$ cat src/rtl/vga_timing_pkg.sv
// Shared 640x480@60 timing constants, receiver FSM states and error-flag bit positions
// for the VGA sync receiver.
package vga_timing_pkg;

  localparam int unsigned H_ACTIVE = 640;
  localparam int unsigned H_FP     = 16;
  localparam int unsigned H_SYNC   = 96;
  localparam int unsigned H_BP     = 48;
  localparam int unsigned H_TOTAL  = H_ACTIVE + H_FP + H_SYNC + H_BP;

  localparam int unsigned V_ACTIVE = 480;
  localparam int unsigned V_FP     = 10;
  localparam int unsigned V_SYNC   = 2;
  localparam int unsigned V_BP     = 33;
  localparam int unsigned V_TOTAL  = V_ACTIVE + V_FP + V_SYNC + V_BP;

  localparam int unsigned LOCK_FRAMES = 2;

  localparam int unsigned ERR_LINE_LEN    = 0;
  localparam int unsigned ERR_ACT_WIDTH   = 1;
  localparam int unsigned ERR_FRAME_LINES = 2;
  localparam int unsigned ERR_ACT_LINES   = 3;

  typedef enum logic [1:0] {
    SEARCH  = 2'd0,
    MEASURE = 2'd1,
    LOCKED  = 2'd2
  } vga_rx_state_t;

  // Counters stick at 1023 instead of wrapping so a malformed stream cannot alias to a legal count.
  function automatic logic [9:0] sat_inc(input logic [9:0] v);
    return (v == 10'h3FF) ? v : v + 10'd1;
  endfunction

endpackage

$ cat src/rtl/vga_edge_det.sv
// Falling-edge detector for an active-low sync line, sampled only on pix_en ticks.
// The previous sample is held in a register so the pulse lines up with the current tick.
module vga_edge_det (
  input  logic clk,
  input  logic reset,
  input  logic pix_en,
  input  logic sig_n,
  output logic fall
);

  logic prev_q;
  logic prev_d;

  always_comb begin
    prev_d = pix_en ? sig_n : prev_q;
    fall   = pix_en & prev_q & ~sig_n;
  end

  // Idle level is high, so reset to 1 to avoid a false assertion on the first sample.
  always_ff @(posedge clk) begin
    if (reset) prev_q <= 1'b1;
    else       prev_q <= prev_d;
  end

endmodule

$ cat src/rtl/vga_sync_receiver.sv
// VGA receive-side decoder: rebuilds pixel x/y from HS/VS, checks timing and reports lock.
// Define VGA_RX_CHECKSUM_EN to add the per-frame R+G+B checksum outputs (frame_sum, sum_valid).
//
// state   | meaning
// SEARCH  | waiting for the first VS assertion
// MEASURE | counting consecutive clean frames toward lock
// LOCKED  | timing verified; pixels are forwarded
module vga_sync_receiver #(
  parameter int unsigned CFG_H_ACTIVE    = vga_timing_pkg::H_ACTIVE,
  parameter int unsigned CFG_H_TOTAL     = vga_timing_pkg::H_TOTAL,
  parameter int unsigned CFG_V_ACTIVE    = vga_timing_pkg::V_ACTIVE,
  parameter int unsigned CFG_V_TOTAL     = vga_timing_pkg::V_TOTAL,
  parameter int unsigned CFG_LOCK_FRAMES = vga_timing_pkg::LOCK_FRAMES
) (
  input  logic        clk,
  input  logic        reset,
  input  logic        pix_en,
  input  logic        vga_hs_n,
  input  logic        vga_vs_n,
  input  logic        vga_blank_n,
  input  logic [23:0] vga_rgb,
  input  logic        err_clear,
  output logic        pix_valid,
  output logic [9:0]  pix_x,
  output logic [9:0]  pix_y,
  output logic [23:0] pix_rgb,
  output logic        frame_start,
  output logic        locked,
  output logic [3:0]  err_flags
`ifdef VGA_RX_CHECKSUM_EN
  ,
  output logic [31:0] frame_sum,
  output logic        sum_valid
`endif
);

  import vga_timing_pkg::*;

  localparam logic [9:0] H_ACT_L = CFG_H_ACTIVE[9:0];
  localparam logic [9:0] H_TOT_L = CFG_H_TOTAL[9:0];
  localparam logic [9:0] V_ACT_L = CFG_V_ACTIVE[9:0];
  localparam logic [9:0] V_TOT_L = CFG_V_TOTAL[9:0];
  localparam logic [2:0] LOCK_L  = CFG_LOCK_FRAMES[2:0];

  logic hs_fall, vs_fall;

  vga_edge_det u_hs_det (.clk(clk), .reset(reset), .pix_en(pix_en), .sig_n(vga_hs_n), .fall(hs_fall));
  vga_edge_det u_vs_det (.clk(clk), .reset(reset), .pix_en(pix_en), .sig_n(vga_vs_n), .fall(vs_fall));

  vga_rx_state_t state_q, state_d;
  logic [9:0]  h_cnt_q, h_cnt_d, x_cnt_q, x_cnt_d, y_cnt_q, y_cnt_d, line_cnt_q, line_cnt_d;
  logic        h_seen_q, h_seen_d, v_seen_q, v_seen_d;
  logic [2:0]  clean_q, clean_d;
  logic [3:0]  err_q, err_d, evt;
  logic        pix_valid_q, pix_valid_d, frame_start_q, frame_start_d, locked_q, locked_d;
  logic [9:0]  pix_x_q, pix_x_d, pix_y_q, pix_y_d;
  logic [23:0] pix_rgb_q, pix_rgb_d;
  logic        line_active, locked_now;
  logic [10:0] act_lines;

  always_comb begin
    h_cnt_d    = h_cnt_q;
    x_cnt_d    = x_cnt_q;
    y_cnt_d    = y_cnt_q;
    line_cnt_d = line_cnt_q;
    h_seen_d   = h_seen_q;
    v_seen_d   = v_seen_q;
    evt        = 4'b0;
    line_active = (x_cnt_q != 10'd0);
    // The line that ends on this sample still counts when HS and VS assert together.
    act_lines  = {1'b0, y_cnt_q} + {10'b0, hs_fall & line_active};

    if (pix_en) begin
      if (hs_fall) begin
        if (h_seen_q) begin
          evt[ERR_LINE_LEN]  = (h_cnt_q != H_TOT_L);
          evt[ERR_ACT_WIDTH] = line_active && (x_cnt_q != H_ACT_L);
        end
        h_cnt_d  = 10'd1;
        x_cnt_d  = 10'd0;
        h_seen_d = 1'b1;
      end else begin
        h_cnt_d = sat_inc(h_cnt_q);
        if (vga_blank_n) x_cnt_d = sat_inc(x_cnt_q);
      end

      if (vs_fall) begin
        if (v_seen_q) begin
          evt[ERR_FRAME_LINES] = (line_cnt_q != V_TOT_L);
          evt[ERR_ACT_LINES]   = (act_lines != {1'b0, V_ACT_L});
        end
        y_cnt_d    = 10'd0;
        line_cnt_d = 10'd1;
        v_seen_d   = 1'b1;
      end else if (hs_fall) begin
        if (line_active) y_cnt_d = sat_inc(y_cnt_q);
        line_cnt_d = sat_inc(line_cnt_q);
      end
    end
  end

  always_comb begin
    state_d = state_q;
    clean_d = clean_q;
    case (state_q)
      SEARCH: begin
        if (vs_fall && (evt == 4'b0)) begin
          state_d = MEASURE;
          clean_d = 3'd0;
        end
      end
      MEASURE: begin
        if (evt != 4'b0) begin
          state_d = SEARCH;
        end else if (vs_fall) begin
          clean_d = clean_q + 3'd1;
          if (clean_q + 3'd1 == LOCK_L) state_d = LOCKED;
        end
      end
      LOCKED: begin
        if (evt != 4'b0) state_d = SEARCH;
      end
      default: state_d = SEARCH;
    endcase
  end

  always_comb begin
    locked_now    = (state_q == LOCKED);
    pix_valid_d   = locked_now && pix_en && vga_blank_n;
    pix_x_d       = pix_x_q;
    pix_y_d       = pix_y_q;
    pix_rgb_d     = pix_rgb_q;
    if (pix_valid_d) begin
      pix_x_d   = x_cnt_q;
      pix_y_d   = y_cnt_q;
      pix_rgb_d = vga_rgb;
    end
    frame_start_d = locked_now && vs_fall;
    locked_d      = (state_d == LOCKED);
    // A new error in the same cycle as err_clear keeps its flag set.
    err_d         = (err_clear ? 4'b0 : err_q) | evt;
  end

  always_ff @(posedge clk) begin
    if (reset) begin
      state_q       <= SEARCH;
      h_cnt_q       <= '0;
      x_cnt_q       <= '0;
      y_cnt_q       <= '0;
      line_cnt_q    <= '0;
      h_seen_q      <= 1'b0;
      v_seen_q      <= 1'b0;
      clean_q       <= '0;
      err_q         <= '0;
      pix_valid_q   <= 1'b0;
      pix_x_q       <= '0;
      pix_y_q       <= '0;
      pix_rgb_q     <= '0;
      frame_start_q <= 1'b0;
      locked_q      <= 1'b0;
    end else begin
      state_q       <= state_d;
      h_cnt_q       <= h_cnt_d;
      x_cnt_q       <= x_cnt_d;
      y_cnt_q       <= y_cnt_d;
      line_cnt_q    <= line_cnt_d;
      h_seen_q      <= h_seen_d;
      v_seen_q      <= v_seen_d;
      clean_q       <= clean_d;
      err_q         <= err_d;
      pix_valid_q   <= pix_valid_d;
      pix_x_q       <= pix_x_d;
      pix_y_q       <= pix_y_d;
      pix_rgb_q     <= pix_rgb_d;
      frame_start_q <= frame_start_d;
      locked_q      <= locked_d;
    end
  end

  assign pix_valid   = pix_valid_q;
  assign pix_x       = pix_x_q;
  assign pix_y       = pix_y_q;
  assign pix_rgb     = pix_rgb_q;
  assign frame_start = frame_start_q;
  assign locked      = locked_q;
  assign err_flags   = err_q;

`ifdef VGA_RX_CHECKSUM_EN
  logic [31:0] acc_q, acc_d, frame_sum_q, frame_sum_d, px_sum;
  logic        sum_valid_q, sum_valid_d;

  always_comb begin
    px_sum      = {24'b0, vga_rgb[23:16]} + {24'b0, vga_rgb[15:8]} + {24'b0, vga_rgb[7:0]};
    acc_d       = acc_q;
    frame_sum_d = frame_sum_q;
    sum_valid_d = 1'b0;
    if (!locked_now) begin
      acc_d = 32'b0;
    end else if (frame_start_d) begin
      frame_sum_d = acc_q;
      sum_valid_d = 1'b1;
      acc_d       = pix_valid_d ? px_sum : 32'b0;
    end else if (pix_valid_d) begin
      acc_d = acc_q + px_sum;
    end
  end

  always_ff @(posedge clk) begin
    if (reset) begin
      acc_q       <= '0;
      frame_sum_q <= '0;
      sum_valid_q <= 1'b0;
    end else begin
      acc_q       <= acc_d;
      frame_sum_q <= frame_sum_d;
      sum_valid_q <= sum_valid_d;
    end
  end

  assign frame_sum = frame_sum_q;
  assign sum_valid = sum_valid_q;
`endif

endmodule

$ cat config.mk
export PLATFORM = sky130hd
export DESIGN_NAME = vga_sync_receiver
export DESIGN_NICKNAME = d
export VERILOG_FILES = /design/src/rtl/vga_timing_pkg.sv /design/src/rtl/vga_edge_det.sv /design/src/rtl/vga_sync_receiver.sv
export SDC_FILE = /design/constraint.sdc
export NUM_CORES = 1
export LEC_CHECK = 0
export BUFFER_PORTS_ARGS = -buffer_cell sky130_fd_sc_hd__buf_2
export CAP_MARGIN = 10
export CORE_ASPECT_RATIO = 0.6
export CORE_MARGIN = 2
export CORE_UTILIZATION = 45
export CTS_CLUSTER_SIZE = 28
export DETAILED_ROUTE_END_ITERATION = 16
export PLACE_DENSITY = 0.67
export SLEW_MARGIN = 20
export SYNTH_ARGS = -nofsm -noshare
export SYNTH_HDL_FRONTEND = slang
export SYNTH_SLANG_ARGS = --single-unit
$ cat constraint.sdc
create_clock -name clk -period 5.12 [get_ports clk]
set_clock_uncertainty 0.05 [all_clocks]
set_input_delay 1.024 -clock clk [delete_from_list [all_inputs] [get_ports clk]]
set_output_delay 1.024 -clock clk [all_outputs]
set_load 0.02 [all_outputs]
# Yosys cells after proc, flatten, opt, wreduce, memory -nomap -nowiden
# Index checks and enable logic that the tools add are counted.
op_classes:
  n_reduce_logical: 20
  n_bitwise: 8
  n_eq_ne: 19
  add_sub_neg: 6
  mux: 28
ops:
  columns: ["op", "count"]
  rows:
  - ["$mux 10", 12]
  - ["$add 10x1->10 const B", 4]
  - ["$eq 10x10->1 const B", 4]
  - ["$ne 10x10->1 const B", 3]
  - ["$mux 2", 9]
  - ["$ne 2x2->1 const B", 7]
  - ["$add 10x1->11", 1]
  - ["$ne 11x9->1 const B", 1]
  - ["$reduce_bool 10->1", 1]
  - ["$mux 3", 3]
  - ["$mux 4", 2]
  - ["$reduce_and 4->1", 2]
  - ["$reduce_bool 2->1", 4]
  - ["$pmux 2 s3", 1]
  - ["$pmux 3 s2", 1]
  - ["$reduce_and 2->1", 3]
  - ["$reduce_and 3->1", 2]
  - ["$and 1x1->1", 5]
  - ["$logic_and 1x1->1", 5]
  - ["$eq 2x2->1 const B", 2]
  - ["$logic_not 4->1", 1]
  - ["$or 4x4->4", 1]
  - ["$reduce_bool 4->1", 1]
  - ["$add 3x1->3 const B", 1]
  - ["4 further kinds", 5]
word_totals:
  register_bits: 100
  output_inout_bits: 51
  elab_cells: 98

# Depth between registers and ports, before layout
depth:
  word_depth: 13
  ltp_mapped: 12
  mapped_depth_nobuf: 12

# Hierarchy
# Synthesis repeated with hierarchy kept, for this count alone.
unflattened:
  cells_unflattened: 536
  hier_area_um2: 4405.5
by_module_without_submodules:
  columns: ["mod", "cells_each", "instances", "seq_area_each_um2", "area_per_inst_um2"]
  rows:
  - ["vga_sync_receiver", 528, 1, 1961.9, 4315.4]
  - ["vga_edge_det", 4, 2, 20.0, 45.0]

# Worst setup path before layout
# Ideal clock, no wire load.
synth_path:
  kind: "input-to-reg"
  start: "in pix_en"
  end: "reg clean_q[2]"
  t_arrival_ns: 3.613
  stages: 12
  setup_slack_ns: 1.386
  required_time_ns: 5.000
  path_cell_list: "clkbuf_1 -> and3b_1 -> clkbuf_1 -> o41a_2 -> ha_1 -> ha_1 -> nand2_1 -> mux2_2 -> o21a_1 -> o31a_1 -> or4_1 -> a21oi_1"
synth_between:
  elab_chain_cells: 12
synth_rtl:
  columns: ["item", "line_no", "text"]
  rows:
  - ["start, declared", "vga_sync_receiver.sv:17", "input logic pix_en,"]
  - ["$and 1x1->1 (2 in series)", "vga_edge_det.sv:16", "fall = pix_en & prev_q & ~sig_n;"]
  - ["$and 1x1->1", "vga_sync_receiver.sv:71", "act_lines = {1'b0, y_cnt_q} + {10'b0, hs_fall & line_active};"]
  - ["$add 10x1->11", "vga_sync_receiver.sv:71", null]
  - ["$ne 11x9->1", "vga_sync_receiver.sv:90", "evt[ERR_ACT_LINES] = (act_lines != {1'b0, V_ACT_L});"]
  - ["$mux 2", "vga_sync_receiver.sv:88", "if (v_seen_q) begin"]
  - ["$mux 2", "vga_sync_receiver.sv:87", "if (vs_fall) begin"]
  - ["$mux 4", "vga_sync_receiver.sv:73", "if (pix_en) begin"]
  - ["$logic_not 4->1", "vga_sync_receiver.sv:107", "if (vs_fall && (evt == 4'b0)) begin"]
  - ["$logic_and 1x1->1", "vga_sync_receiver.sv:107", null]
  - ["$ne 2x2->1 (no source line)", null, null]
  - ["$reduce_and 4->1 (no source line) *", null, null]
  - ["end signal, assigned", "vga_sync_receiver.sv:169", "clean_q <= clean_d;"]
  - ["end, declared", "vga_sync_receiver.sv:53", "logic [2:0] clean_q, clean_d;"]
# Mark *: on every way between the ends. The rest lies on a longest branch, timed or not.
# A chain may end at the register's enable or synchronous reset.

# Worst setup path after layout
layout_path:
  start: "reg x_cnt_q[0]"
  end: "reg clean_q[2]"
layout_between:
  elab_chain_cells: 11
layout_rtl:
  columns: ["item", "line_no", "text"]
  rows:
  - ["start, declared", "vga_sync_receiver.sv:51", "logic [9:0] h_cnt_q, h_cnt_d, x_cnt_q, x_cnt_d, y_cnt_q, y_cnt_d, line_cnt_q, line_cnt_d;"]
  - ["start signal, assigned", "vga_sync_receiver.sv:164", "x_cnt_q <= x_cnt_d;"]
  - ["$reduce_bool 10->1", "vga_sync_receiver.sv:69", "line_active = (x_cnt_q != 10'd0);"]
  - ["$and 1x1->1", "vga_sync_receiver.sv:71", null]
  - ["$add 10x1->11", "vga_sync_receiver.sv:71", null]
  - ["$ne 11x9->1", "vga_sync_receiver.sv:90", null]
  - ["$mux 2", "vga_sync_receiver.sv:88", null]
  - ["$mux 2", "vga_sync_receiver.sv:87", null]
  - ["$mux 4 *", "vga_sync_receiver.sv:73", null]
  - ["$logic_not 4->1", "vga_sync_receiver.sv:107", null]
  - ["$logic_and 1x1->1", "vga_sync_receiver.sv:107", null]
  - ["$ne 2x2->1 (no source line)", null, null]
  - ["$reduce_and 4->1 (no source line) *", null, null]
# Marks and branches as above.

==> reports/metrics.yaml <==
end_kind: "flip-flop"
vdd_drop_max_v: 0.000179
core_sq_um: 9220
cts_buffer_depth: 2
async_flop_share: 0
dieArea_sq_um: 10400
drive_gt1_frac: 0.195
avgSynthCellArea_sq_um: 8.38
finalWirelength_um: 9720
port_buffers: 81
clk_pin_slew_worst_paths_ns: 0.07
yosysTopAreaCellShare: 0.465
ys_warn_count: 0
cts_tree: "built"
cellPowerDensity_nw_per_um2: 308
first_iter_violations: 141
slew_headroom: 0.470
critical_path.max_stage_delay_ns: 0.48
critPathMostFrequentCell: "ha_1"
yosysUniqueCellTypes: 60
clock_sinks: 100
antenna_found_initial: 0
die_w_um: 130
cts_hold_buf: 0
synthesis.area_sq_um: 4310
tightest_slew_ns: 0.795
syn-instance-count: 514
rsz0062_at_grt: "false"
cts_made_buffers: 9
grtUsageMet3: 0.0623
synth_area_leader_cell: "dfxtp_1"
dr.pass1.iters: 4
ys_top_cells_by_area: "dfxtp_1 (46%), nand2_1 (9.1%), a21oi_1 (7.3%), nor2_1 (4.2%), xnor2_1 (3.7%)"
crit_buf_inv: 1
ys_top_cells_by_count: "nand2_1 (104), dfxtp_1 (100), a21oi_1 (63)"
reg2reg_from: "x_cnt_q[0]"
clk-insertion-delay-late_ns: 0.35
reg2reg_to: "clean_q[2]"
critPathTopFamily: "compound AO/OA/AOI/OAI gates"
hold_violations: 0
path_cells: "inv_1, ha_1, or4b_4, o41a_2, ha_1, ha_1, nand2_1, mux2_2, o21a_1, o31a_1, or4_1, a21oi_1"
grt_pass1_wl_um: 15800
timing.fmax_mhz: 270
routed_via_density: 5.12
synth_edf_count: 0
floorplan.initialDensity: 0.467
yosysMostFrequentCell: "nand2_1"
drc: 0
cts-htree-levels: 3
synth_seq_area_share: 0.465
grt.met1_usage: 0.264
cts_setup_buffers: 0
grt_max_degree: 54
grt_pass1_vias: 3322
start_kind: "flip-flop"
crit_path_top_delay_cell: "or4b_4"
synthesis.nets: 556
num_vias: 3663
grt_usage: 0.191
syn_to_final_growth_pct: 18.1
report.final.slew_viol_count: 0
hold_path_class: "reg2reg"
cp-endpoint: "clean_q[2]"
crit_start: "x_cnt_q[0]"
grt-ovfl-total: 0
antenna_left: 0
regToRegSetupSlack_ns: 1.42
synthFlopType: "dfxtp_1"
reg2reg_depth: 12
hp-start: "pix_x[6]"
die_h_um: 79.8
rows: 27
place_hpwl_um: 6970
arrival_ns: 3.93
tns_ns: 0
outcome: "completed"
period_minus_slack_ns: 3.70
crit_fanout: 5
diodes: 0
io_pins: 82
busiest_layer: "met2"
maxCapViolations: 0
cts-root-buf: "clkbuf_16"
ys_ff_latch: 100
cts_resized: 0
fin_crit_sh: 0.723
grtUsageMet2: 0.287
gp_congestion: 0.793
cp.depth: 12
final_nets: 623
setup_viol: 0
crit_type: "reg2reg"
post-route-util: 0.552
wl_per_cell_um: 13.6
cellLeakagePower_nw: 1.96
crit_required_ns: 5.35
worst min path at each step:
stage | to | slack, ns | depth (start not counted)
floorplan | h_seen_q | 0.39 | 2
finish | pix_x[6] | 0.40 | 2
CTS | pix_x[4] | 0.40 | 2
detailed placement | pix_x[6] | 0.39 | 2
global placement | pix_rgb[1] | 0.39 | 2
global route | pix_x[6] | 0.42 | 2
cell families (layout without fill, tap and decap cells):
kind of cell,Yosys count,after routing,synth area share
AND/OR/NAND/NOR,233,233,0.261
flip-flops,100,100,0.465
AO/OA/AOI/OAI,96,96,0.131
buffers and inverters,39,111,0.0389
XOR/XNOR,32,32,0.0650
adder cells (fa/ha/maj),11,11,0.0319
multiplexers,3,3,0.00726
worst reg2reg max path, delay by kind of cell (launching register included):
kind            cells  cell delay [ns]
fa+ha+maj           3             0.61
buf+inv             1             0.07
flops               1             0.35
simple gates        3             1.04
mux                 1             0.34
compound gates      4             1.17
registers in the layout, indices dropped and copies added, names as in the netlist:
signal	flops
line_cnt_q	10
x_cnt_q	10
frame_start	1
pix_rgb	24
locked	1
pix_y	10
clean_q	3
pix_x	10
err_flags	4
u_hs_det.prev_q	1
pix_valid	1
y_cnt_q	10
v_seen_q	1
u_vs_det.prev_q	1
state_q	2
h_cnt_q	10
h_seen_q	1
power by group:
group	switching, mW	internal [mW]	leakage [nW]
Combinational	0.0406	0.0258	1.01
Sequential	0.00783	0.784	0.807
Clock	0.317	0.391	0.151
cell type report:
type | instances | area, sq um
clock inverter | 7 | 91.3
tap | 130 | 163
timing repair buffer | 83 | 420
multi-input combinational | 375 | 2140
sequential | 100 | 2000
inverter | 12 | 45.0
clock buffer | 9 | 225
fill | 848 | 4130
per-layer routing:
| layer | share of wire | routed length [um] | vias to the layer above |
|---|---|---|---|
| met3 | 0.072 | 698 | 11 |
| met5 | 0 | 0 | - |
| met4 | 0.0097 | 94 | 0 |
| met1 | 0.51 | 5000 | 1664 |
| li1 | - | - | 1883 |
| met2 | 0.40 | 3930 | 105 |
per-stage QoR:
| stage | instance area [sq um] | worst slack, ns | hold WS, ns | cells | total power [mW] |
|---|---|---|---|---|---|
| global placement | 4770 | 1.39 | 0.389 | 700 | 0.874 |
| global route | 5090 | 1.25 | 0.418 | 716 | 1.63 |
| detailed placement | 4770 | 1.29 | 0.393 | 700 | 0.877 |
| CTS | 5090 | 1.42 | 0.404 | 716 | 1.59 |
| floorplan | 4310 | 1.39 | 0.390 | 514 | 0.853 |
| finish | 5090 | 1.42 | 0.401 | 716 | 1.57 |
cell usage in the layout, fill, tap and decap left out, types with 3 or more instances in the layout:
| master | Yosys | final |
|---|---|---|
| dfxtp_1 | 100 | 100 |
| nand3_1 | 17 | 17 |
| a21oi_1 | 63 | 63 |
| nor2_1 | 48 | 47 |
| nor3_1 | 8 | 8 |
| nor2b_1 | 3 | 3 |
| xor2_1 | 14 | 14 |
| nor3b_1 | 3 | 3 |
| xnor2_1 | 18 | 18 |
| buf_2 | 1 | 81 |
| nand3b_1 | 3 | 3 |
| and4_1 | 3 | 3 |
| o21ai_0 | 11 | 11 |
| clkbuf_16 | 0 | 9 |
| nand4b_1 | 4 | 4 |
| ha_1 | 11 | 11 |
| and3_1 | 4 | 4 |
| and2_1 | 3 | 3 |
| nand2_1 | 104 | 104 |
| nand2b_1 | 5 | 5 |
| nand4_1 | 5 | 5 |
| or3_1 | 4 | 4 |
| nor4_1 | 3 | 3 |
| inv_1 | 12 | 12 |
Note: power is estimated with default switching activity, not from simulation.
